File: config.mk
export PLATFORM = sky130hd
export DESIGN_NAME = pbit_sampler
export DESIGN_NICKNAME = d
export VERILOG_FILES = /design/src/rtl/pbit_sampler.sv
export SDC_FILE = /design/constraint.sdc
export NUM_CORES = 1
export LEC_CHECK = 0
export BUFFER_PORTS_ARGS = -buffer_cell sky130_fd_sc_hd__buf_2
export CORE_MARGIN = 2
export CORE_UTILIZATION = 59
export CTS_BUF_LIST = sky130_fd_sc_hd__clkbuf_8 sky130_fd_sc_hd__clkbuf_16
export CTS_CLUSTER_SIZE = 20
export DETAILED_ROUTE_END_ITERATION = 16
export GPL_TIMING_DRIVEN = 1
export MAX_ROUTING_LAYER = met4
export PLACE_DENSITY = 0.91
export SLEW_MARGIN = 0
export SYNTH_ARGS = -nofsm -noshare
export SYNTH_HDL_FRONTEND = slang
export SYNTH_SLANG_ARGS = --single-unit
File: constraint.sdc
create_clock -name clk -period 3.6 [get_ports clk]
set_input_delay 0 -clock clk [delete_from_list [all_inputs] [get_ports clk]]
set_output_delay 0 -clock clk [all_outputs]
set_load 0.1 [all_outputs]
File: src/rtl/pbit_sampler.sv
// pbit_sampler: stochastic p-bit update, p = sgn(tanh(I) - r).
// IDLE/SAMPLE/COMMIT sequence fed by a free-running Fibonacci LFSR.
module pbit_sampler #(
  parameter int unsigned          IN_PRECISION = 6,
  parameter int unsigned          RNG_WIDTH    = 16,
  parameter logic [RNG_WIDTH-1:0] SEED         = 16'hACE1
) (
  input  logic                    clk,
  input  logic                    rst,
  input  logic [IN_PRECISION-1:0] I_in,
  input  logic                    update_req,
  input  logic                    seed_load,
  input  logic [RNG_WIDTH-1:0]    seed_in,
  output logic                    p_out,
  output logic                    p_valid,
  output logic                    busy,
  output logic [15:0]             flip_count
);

  typedef enum logic [1:0] {
    IDLE   = 2'd0,
    SAMPLE = 2'd1,
    COMMIT = 2'd2
  } state_t;

  state_t                  r_state;
  state_t                  w_next;
  logic [RNG_WIDTH-1:0]    r_lfsr;
  logic [RNG_WIDTH-1:0]    w_lfsr_next;
  logic                    w_fb;
  logic [IN_PRECISION-1:0] r_i;
  logic [IN_PRECISION-1:0] w_neg;
  logic [7:0]              r_r;
  logic [7:0]              r_t;
  logic [7:0]              w_t;
  logic                    w_p;
  logic                    r_p;
  logic                    r_valid;
  logic [15:0]             r_flip_count;

  // round(127*tanh(m/8)) for m = 0..31
  function automatic logic [7:0] tanh_pos(input logic [4:0] m);
    case (m)
      5'd0:    return 8'd0;
      5'd1:    return 8'd16;
      5'd2:    return 8'd31;
      5'd3:    return 8'd46;
      5'd4:    return 8'd59;
      5'd5:    return 8'd70;
      5'd6:    return 8'd81;
      5'd7:    return 8'd89;
      5'd8:    return 8'd97;
      5'd9:    return 8'd103;
      5'd10:   return 8'd108;
      5'd11:   return 8'd112;
      5'd12:   return 8'd115;
      5'd13:   return 8'd118;
      5'd14:   return 8'd120;
      5'd15:   return 8'd121;
      5'd16:   return 8'd122;
      5'd17:   return 8'd123;
      5'd18:   return 8'd124;
      5'd19:   return 8'd125;
      5'd20:   return 8'd125;
      5'd21:   return 8'd126;
      5'd22:   return 8'd126;
      5'd23:   return 8'd126;
      5'd24:   return 8'd126;
      default: return 8'd127;
    endcase
  endfunction

  // Negative inputs mirror the positive half; -32 has no positive twin.
  always_comb begin
    w_neg = -r_i;
    w_t   = tanh_pos(r_i[4:0]);
    if (r_i[IN_PRECISION-1]) begin
      if (w_neg[IN_PRECISION-1]) begin
        w_t = 8'h81;
      end else begin
        w_t = -tanh_pos(w_neg[4:0]);
      end
    end
  end

  assign w_p = $signed(r_t) > $signed(r_r);

  assign w_fb = r_lfsr[15] ^ r_lfsr[13]
              ^ r_lfsr[12] ^ r_lfsr[10];

  always_comb begin
    w_lfsr_next = {r_lfsr[RNG_WIDTH-2:0], w_fb};
    if (seed_load) begin
      if (seed_in == '0) begin
        w_lfsr_next = SEED;
      end else begin
        w_lfsr_next = seed_in;
      end
    end
  end

  always_comb begin
    w_next = r_state;
    unique case (r_state)
      IDLE:    if (update_req) w_next = SAMPLE;
      SAMPLE:  w_next = COMMIT;
      COMMIT:  w_next = IDLE;
      default: w_next = IDLE;
    endcase
  end

  always_ff @(posedge clk) begin
    if (rst) begin
      r_state      <= IDLE;
      r_lfsr       <= SEED;
      r_i          <= '0;
      r_r          <= '0;
      r_t          <= '0;
      r_p          <= 1'b0;
      r_valid      <= 1'b0;
      r_flip_count <= '0;
    end else begin
      r_state <= w_next;
      r_lfsr  <= w_lfsr_next;
      r_valid <= 1'b0;
      case (r_state)
        IDLE: begin
          if (update_req) begin
            r_i <= I_in;
            r_r <= r_lfsr[7:0];
          end
        end
        SAMPLE: r_t <= w_t;
        COMMIT: begin
          r_p     <= w_p;
          r_valid <= 1'b1;
          if (w_p != r_p && r_flip_count != 16'hFFFF) begin
            r_flip_count <= r_flip_count + 16'd1;
          end
        end
        default: ;
      endcase
    end
  end

  assign p_out      = r_p;
  assign p_valid    = r_valid;
  assign busy       = (r_state != IDLE);
  assign flip_count = r_flip_count;

endmodule

==> summary.md <==
| Metric | Value |
|---|---|
| Total gr overflow | 0 |
| Routed length per placed instance | 16.89 um |
| Post-synthesis instance area | 3821 um^2 |
| GRT Overall Usage | 0.3012 |
| Fraction of registers with async set or reset after synthesis | 0 |
| Sink Count | 65 |
| Max Root-Sink Buffers | 2 |
| Number of optimization iterations in the first detailed-route pass | 5 |
| Clock-pin slew on the worst setup and hold paths | 0.07 ns |
| Count of nets left with antenna violations after detail routing | 0 |
| Wire length of the first global-routing pass | 16860 um |
| Fraction of the yosys area taken by sequential cells | 0.3405 |
| Type of the setup path with the least slack | flip-flop to flip-flop |
| Type of element launching the critical path | flip-flop |
| Portion of total power attributed to the clock network | 0.329 |
| Number of core rows | 29 |
| Critical-path maximum fanout | 15 |
| Number of enable flip-flop cells after synthesis | 0 |
| Worst ir drop on vdd | 357.2 uV |
| Count of mapped cells out of synthesis | 474 |
| Via count of the first global-routing pass | 3608 |
| Clock tree from TritonCTS | built |
| DP HPWL | 6193 um |
| RSZ-0062 raised after global routing | no |
| DRC violations left | 0 |
| First DRT Iteration DRCs | 357 |
| Number of buffers added on ports | 44 |
| Standard cell core area | 6314 um^2 |
| Total CTS buffers | 9 |
| Wire length after detailed routing | 10340 um |
| Final Hold Fails | 0 |
| Buffer cell driving the clock tree root | sky130_fd_sc_hd__clkbuf_8 |
| Yosys warnings | 0 |
| Final-stage net count | 579 |
| Routed via count divided by cell count | 6.162 |
| Sw power | 664.2 uW |
| Logic pwr share | 0.262 |
| Status | finished, final reports clean |
| Pin count of the biggest net entering global routing | 57 |
| Final count of negative-setup-slack endpoints | 0 |
| Initial antenna violation count | 0 |
| Initial core utilization | 0.6052 |
| Fraction of layout instances using a drive strength above 1 | 0.1589 |
| H-tree Lvls | 3 |
| Register bit count reported by yosys | 65 |
| Internal power | 1296 uW |
| Final Instance Area | 4492 um^2 |
| Flip-flop cell with the highest count after synthesis | sky130_fd_sc_hd__dfxtp_1 |
| Final Cycle Share | 0.9103 |
| Power density over the cells | 436.3 nW/um^2 |
| Insertion delay to the later sink of the worst-skew pair | 0.35 ns |
| Max-slew headroom | 0.4847 |
| Final setup TNS | 0 ns |
| Proportion of power drawn by flip-flops and latches | 0.409 |
| Syn nets | 523 |
| Via count | 3771 |
| # IOs | 45 |
| Die area | 7136 um^2 |
| DP Area | 4078 um^2 |
| Weighted congestion at the end of routability-driven global placement | 0.9353 |
| Highest attainable clock frequency | 305.2 MHz |
| Antenna cell count | 0 |
| Required time worst endpoint | 3.81 ns |
| Slew @ Worst Pin | 0.7719 ns |
| Setup crit end kind | flip-flop |
| Per-instance average area after synthesis | 8.062 um^2 |
| Worst clock skew on the final layout | 0.01639 ns |
| Max-cap violations | 0 |
| Die span in y | 84.48 um |
| Final number of max-transition violations | 0 |
| Switching portion of total power | 0.3389 |
| Number of unique standard cell types used by synthesis | 58 |
| Worst hold-check path type | primary input to flip-flop |
| Data arrival time of the worst path | 3.49 ns |
| Area growth syn-to-layout | 17.55% |
| Die Width | 84.48 um |
| Post-route minimum period | 3.277 ns |
| Leakage power summed over all cells | 0.001823 uW |
-- area by class of cell --
class	instances	area [um^2]
Clock buffer	9	123.9
Clock inverter	7	77.57
Fill cell	448	1822
Inverter	23	86.33
Multi-Input combinational cell	359	2323
Sequential cell	65	1301
Tap cell	77	96.34
Timing Repair Buffer	72	483.0
-- path summary, 6_finish.rpt --
check / start / end / slack, ns / depth (start not counted)
max reg2reg: r_i[1]$_SDFFE_PP0N_ / r_t[6]$_SDFFE_PP0N_ / 0.32 / 13
min: I_in[2] / r_i[2]$_SDFFE_PP0N_ / 0.12 / 4
max: r_i[1]$_SDFFE_PP0N_ / r_t[6]$_SDFFE_PP0N_ / 0.32 / 13
min reg2reg: r_lfsr[9]$_SDFF_PP0_ / r_lfsr[10]$_SDFF_PP1_ / 0.46 / 2
-- cell usage after synthesis (9+ instances only) --
master	n	area (um^2)
sky130_fd_sc_hd__dfxtp_1	65	1301
sky130_fd_sc_hd__nor2_1	62	232.7
sky130_fd_sc_hd__nand2_1	45	168.9
sky130_fd_sc_hd__a21oi_1	37	185.2
sky130_fd_sc_hd__ha_1	23	287.8
sky130_fd_sc_hd__inv_1	21	78.83
sky130_fd_sc_hd__xnor2_1	21	183.9
sky130_fd_sc_hd__clkbuf_1	19	71.32
sky130_fd_sc_hd__o21ai_0	17	85.08
sky130_fd_sc_hd__mux2i_1	13	130.1
sky130_fd_sc_hd__nand2b_1	12	75.07
sky130_fd_sc_hd__nor3_1	12	60.06
sky130_fd_sc_hd__o22ai_1	12	75.07
sky130_fd_sc_hd__nor4_1	9	56.30
-- power by group through the flow --
stage / Sequential (uW) / Combinational, uW / Clock [uW]
after global placement: 812 / 451 / 0
after detailed placement: 814 / 464 / 0
after CTS: 798 / 487 / 634
after floorplan: 809 / 363 / 0
after global routing: 806 / 554 / 679
final: 802 / 513 / 645
-- cell families after synthesis --
family / Yosys count / share of synthesized area
DFF: 65 / 0.3405
muxes: 15 / 0.03995
buffers and inverters: 50 / 0.05207
xor gates and xnor gates: 27 / 0.06189
and+or+nand+nor: 186 / 0.2453
AOI/OAI and AO/OA: 108 / 0.1850
adders and majority gates: 23 / 0.07531
-- per-stage QoR --
step             util  hold slack (ns)  worst slack, ns  total power (uW)  instances
6_report       0.7115           0.1196           0.3230              1960        612
5_1_grt        0.7115           0.1383           0.1043              2039        612
4_1_cts        0.7111           0.1040           0.3081              1919        612
3_5_place_dp   0.6459           0.2377           0.3838              1278        575
3_3_place_gp   0.6459           0.2326           0.4660              1264        575
2_1_floorplan       -           0.1283           0.3721              1172        474
-- placed cells by master (no fill, tap or decap), types with 5 or more instances in the layout --
master / count
sky130_fd_sc_hd__buf_4: 7
sky130_fd_sc_hd__o211ai_1: 5
sky130_fd_sc_hd__xnor2_1: 21
sky130_fd_sc_hd__dfxtp_1: 65
sky130_fd_sc_hd__nor2_1: 62
sky130_fd_sc_hd__nand3_1: 5
sky130_fd_sc_hd__a211oi_1: 5
sky130_fd_sc_hd__xor2_1: 6
sky130_fd_sc_hd__nor2b_1: 6
sky130_fd_sc_hd__nor4_1: 9
sky130_fd_sc_hd__ha_1: 22
sky130_fd_sc_hd__a21oi_1: 37
sky130_fd_sc_hd__o22ai_1: 12
sky130_fd_sc_hd__nand2_1: 45
sky130_fd_sc_hd__a221oi_1: 5
sky130_fd_sc_hd__o21ai_0: 17
sky130_fd_sc_hd__clkbuf_8: 9
sky130_fd_sc_hd__nand4_1: 6
sky130_fd_sc_hd__buf_2: 44
sky130_fd_sc_hd__mux2i_1: 13
sky130_fd_sc_hd__nor3_1: 12
sky130_fd_sc_hd__dlygate4sd3_1: 21
sky130_fd_sc_hd__nand2b_1: 12
sky130_fd_sc_hd__inv_1: 21
-- per-layer routing --
layer | up-vias | global-route usage | wire length, um
met5 | - | - | 0
met2 | 198 | 0.5188 | 5137
li1 | 1780 | - | -
met4 | 0 | 0.1400 | 490
met1 | 1737 | 0.3421 | 4033
met3 | 56 | 0.04916 | 675
-- timing repair --
item	CTS	global route
resized for setup	0	1
hold endpoints to repair	19	0
setup endpoints to repair	0	1
hold buffers	21	0
setup buffers	0	0
-- worst max-delay path, stage by stage (launching register included) --
cell	delay (ns)
sky130_fd_sc_hd__dfxtp_1	0.31
sky130_fd_sc_hd__inv_1	0.17
sky130_fd_sc_hd__ha_2	0.40
sky130_fd_sc_hd__inv_1	0.13
sky130_fd_sc_hd__or3_1	0.33
sky130_fd_sc_hd__a21oi_1	0.13
sky130_fd_sc_hd__a2111oi_0	0.08
sky130_fd_sc_hd__a211oi_1	0.44
sky130_fd_sc_hd__ha_1	0.27
sky130_fd_sc_hd__nand2b_1	0.12
sky130_fd_sc_hd__nor4_4	0.17
sky130_fd_sc_hd__xor2_1	0.11
sky130_fd_sc_hd__a221oi_1	0.40
sky130_fd_sc_hd__nor3_2	0.09
Note: power is estimated with default switching activity, not from simulation.
